$ cat config.mk
export PLATFORM = sky130hd
export DESIGN_NAME = cla_final
export DESIGN_NICKNAME = d
export VERILOG_FILES = /design/src/rtl/cla_pkg.sv /design/src/rtl/cla_core_5b.sv /design/src/rtl/cla_final.sv
export SDC_FILE = /design/constraint.sdc
export NUM_CORES = 1
export LEC_CHECK = 0
export CAP_MARGIN = 20
export CORE_MARGIN = 2
export CORE_UTILIZATION = 39
export CTS_CLUSTER_DIAMETER = 100
export DETAILED_ROUTE_END_ITERATION = 8
export PLACE_DENSITY = 0.75
export SYNTH_ARGS = -nofsm -noshare
export SYNTH_HDL_FRONTEND = slang
export SYNTH_SLANG_ARGS = --single-unit
$ cat constraint.sdc
create_clock -name CLK -period 1.45 [get_ports CLK]
set_clock_uncertainty 0.05 [all_clocks]
set_input_delay 0.145 -clock CLK [delete_from_list [all_inputs] [get_ports CLK]]
set_output_delay 0.145 -clock CLK [all_outputs]
set_load 0.05 [all_outputs]
$ cat src/rtl/cla_pkg.sv
// Shared width constant and operand type for the 5-bit carry-lookahead adder.
package cla_pkg;

  localparam int CLA_WIDTH = 5;

  typedef logic [CLA_WIDTH-1:0] operand_t;

endpackage

$ cat src/rtl/cla_core_5b.sv
// Combinational 5-bit carry-lookahead core: every carry is a two-level
// sum-of-products of G, P and the carry-in, with no carry feeding another.
module cla_core_5b
  import cla_pkg::*;
(
  input  operand_t a,
  input  operand_t b,
  input  logic     cin,
  output operand_t s,
  output logic     cout
);

  operand_t             g;
  operand_t             p;
  logic [CLA_WIDTH:0]   c;

  assign g = a & b;
  assign p = a ^ b;

  assign c[0] = cin;
  assign c[1] = g[0]
              | (p[0] & cin);
  assign c[2] = g[1]
              | (p[1] & g[0])
              | (p[1] & p[0] & cin);
  assign c[3] = g[2]
              | (p[2] & g[1])
              | (p[2] & p[1] & g[0])
              | (p[2] & p[1] & p[0] & cin);
  assign c[4] = g[3]
              | (p[3] & g[2])
              | (p[3] & p[2] & g[1])
              | (p[3] & p[2] & p[1] & g[0])
              | (p[3] & p[2] & p[1] & p[0] & cin);
  assign c[5] = g[4]
              | (p[4] & g[3])
              | (p[4] & p[3] & g[2])
              | (p[4] & p[3] & p[2] & g[1])
              | (p[4] & p[3] & p[2] & p[1] & g[0])
              | (p[4] & p[3] & p[2] & p[1] & p[0] & cin);

  assign s    = p ^ c[CLA_WIDTH-1:0];
  assign cout = c[CLA_WIDTH];

endmodule

$ cat src/rtl/cla_final.sv
// Two-stage registered 5-bit adder: operands registered, summed by the
// lookahead core, and the 6-bit result registered again (2-cycle latency).
module cla_final
  import cla_pkg::*;
(
  input  logic     CLK,
  input  logic     RST_N,
  input  operand_t A_in,
  input  operand_t B_in,
  input  logic     Cin_in,
  output operand_t S_out,
  output logic     Cout_out
);

  operand_t a_p0;
  operand_t b_p0;
  logic     cin_p0;
  operand_t sum_p0;
  logic     cout_p0;

  // Stage 0: operand capture
  always_ff @(posedge CLK or negedge RST_N) begin
    if (!RST_N) begin
      a_p0   <= '0;
      b_p0   <= '0;
      cin_p0 <= 1'b0;
    end else begin
      a_p0   <= A_in;
      b_p0   <= B_in;
      cin_p0 <= Cin_in;
    end
  end

  cla_core_5b u_core (
    .a    (a_p0),
    .b    (b_p0),
    .cin  (cin_p0),
    .s    (sum_p0),
    .cout (cout_p0)
  );

  // Stage 1: result capture
  always_ff @(posedge CLK or negedge RST_N) begin
    if (!RST_N) begin
      S_out    <= '0;
      Cout_out <= 1'b0;
    end else begin
      S_out    <= sum_p0;
      Cout_out <= cout_p0;
    end
  end

endmodule

==> flow_summary_export.csv <==
group,metric,value,unit
cts,postCtsHoldBufs,0,
synthesis,synth_top_cell_by_area,"dfrtp_1",
cells_and_area,diodes,0,
floorplan,coreArea,1510,um^2
synthesis,syn_nets,60,
cts,cts_tree,"built",
synthesis,async_flop_share,1.00,
routing,drt_iter0_drc,0,
sta,fmax,0.624,GHz
cts,cts_max_level,1,
place,place.gp.congestion,0.684,
floorplan,die_w,44.2,um
power_and_ir_drop,ir_drop,0.615,mV
cts,clkLatencyLatePin,0.28,ns
outcome,status,"finished with violations",
synthesis,yosys_warnings,0,
sta,finalMaxSlewViolations,0,
synthesis,synthesis.area,629,um^2
sta,setup_violations,2,
synthesis,synth_cells,41,
cells_and_area,drive_gt1_frac,0.300,
routing,finalWirelength,1.06,mm
global_route,gr-total-overflow,0,
place,hpwlAfterDp,723,um
critical_path,crit_type,"reg2reg",
sta,timing.final.ws_setup,-0.153,ns
critical_path,start_kind,"flip-flop",
sta,worst_slew_pin_slew,0.209,ns
global_route,track_usage,0.117,
global_route,grt_max_degree,18,
cts,cts_buffers,3,
critical_path,reg2reg_from,"b_p0[3]",
routing,drc_errors,0,
power_and_ir_drop,p_leak,0.000450,uW
synthesis,synth_most_common_cell,"dfrtp_1",
sta,slew_headroom,0.861,
power_and_ir_drop,power_density,1160,nW/um^2
routing,viasPerCell,4.62,
critical_path,crit_required,1.58,ns
outcome,violations,"negative setup slack",
place,place_area,852,um^2
critical_path,cp-end-kind,"flip-flop",
global_route,grt_pass1_wl,1.59,mm
cts,cts_sinks,17,
cts,clock_path_buffers,2,
worst_hold_path,worstHoldPathType,"in2async",
sta,period_needed,1.60,ns
synthesis,syn_avg_cell_area,15.4,um^2
cells_and_area,nets,90,
place,dp_cells,80,
synthesis,ys.flop_type,"dfrtp_1",
global_route,antenna_found_initial,0,
job,drv_cap,0,
synthesis,seq_area_frac_synth,0.676,
cells_and_area,final_cells,86,
sta,rsz0062_at_grt,"yes",
place,port_buffers,18,
synthesis,synth_area_leaders,"dfrtp_1, ha_1, fa_1, xnor2_1, xor2_1",
critical_path,path_max_fanout,4,
sta,min_period_over_period,1.11,
cts,clkTransAtPathRegs,0.09,ns
synthesis,ys_ff_latch,17,
synthesis,ys_top_cells_by_count,"dfrtp_1, ha_1, inv_1",
routing,drtPass1Iterations,1,
floorplan,die_area,1950,um^2
floorplan,start_util,0.418,
cells_and_area,ff_latch_area,425,um^2
cells_and_area,finalInstanceArea,940,um^2
synthesis,synth-edff-count,0,
floorplan,die-height,44.2,um
routing,wl_per_cell,12.3,um
cts,clock-root-buffer,"clkbuf_4",
critical_path,crit_start,"b_p0[3]",
global_route,grt_pass1_vias,401,
critical_path,worstPathArrival,1.73,ns
routing,routed-via-count,397,
floorplan,rows,14,
synthesis,synth_top_area_share,0.676,
cells_and_area,multi_input_area,231,um^2
cells_and_area,syn_to_final_growth,49.3,%
sta,final_hold_viol_count,0,
cells_and_area,n_fill_cell,118,
routing,drtAntennaViolNets,0,
floorplan,io-pin-count,19,
synthesis,synth_cell_types,14,
cells_and_area,post-route-util,0.624,
-- worst paths after layout --
| path | end | slack, ns | cells after the start |
|---|---|---|---|
| worst min-delay path | S_out[3] | 0.13 | 2 |
| worst min register to register | Cout_out | 0.53 | 2 |
| worst max register to register | Cout_out | -0.15 | 4 |
| min in group CLK | a_p0[2] | 0.25 | 1 |
| worst max-delay path | Cout_out | -0.15 | 4 |
| max in group asynchronous | b_p0[1] | 1.04 | 2 |
-- flip-flops by register name, indices dropped and copies added (netlist names) --
signal	count
cin_p0	1
Cout_out	1
b_p0	5
S_out	5
a_p0	5
-- per-stage QoR --
stage          total power (uW)  setup WS (ns)  hold slack (ns)  TNS (ns)
2_1_floorplan               718         -0.135           -0.201    -0.240
3_3_place_gp                833         -0.160            0.434    -0.300
3_5_place_dp                837         -0.195            0.443    -0.357
4_1_cts                    1090         -0.158            0.135    -0.280
5_1_grt                    1150         -0.219            0.143    -0.451
6_report                   1090         -0.153            0.133    -0.289
-- timing repair --
action                     in CTS  in global routing
resized for setup               2                  4
buffers inserted                1                  1
pin swaps                       1                  3
setup endpoints to repair       2                  3
-- power breakdown --
part | switching (uW) | total (uW) | internal [uW]
Combinational | 181 | 318 | 137
Sequential | 17.8 | 537 | 519
Clock | 130 | 236 | 107
Total | 329 | 1090 | 763
-- final cells by class --
type / instances / area share
clock buffer: 4 / 0.0280
inverter: 4 / 0.0160
multi-input combinational: 20 / 0.246
sequential: 17 / 0.453
tap: 16 / 0.0213
timing repair buffer: 25 / 0.236
-- placed cells by master, fill, tap and decap left out, types with 2 or more instances in the layout --
master,count
xor2_1,2
ha_4,3
clkbuf_4,3
dfrtp_1,17
a21o_1,2
ha_1,2
buf_4,12
inv_1,4
xnor2_1,2
and3_1,2
clkdlybuf4s50_1,12
-- cells by family (layout without fill, tap and decap cells) --
logic type | count (synthesis) | after routing | synth area share
DFF | 17 | 17 | 0.676
buffers and inverters | 4 | 33 | 0.0238
AOI/OAI and AO/OA | 7 | 7 | 0.0815
adders and majority gates | 6 | 6 | 0.131
and+or+nand+nor | 3 | 3 | 0.0318
xor gates and xnor gates | 4 | 4 | 0.0557
-- per-layer routing --
| layer | vias up | GRT usage | share of wire |
|---|---|---|---|
| li1 | 194 | - | - |
| met1 | 187 | 0.119 | 0.39 |
| met2 | 14 | 0.200 | 0.52 |
| met3 | 2 | 0.0327 | 0.066 |
| met4 | 0 | 0.0909 | 0.018 |
| met5 | - | 0 | 0 |
-- critical path: stages (launching register included) --
cell      delay [ns]
dfrtp_1         0.41
ha_4            0.26
and3_1          0.17
a2111o_1        0.43
a21o_1          0.19
(Power assumes the default switching activity.)
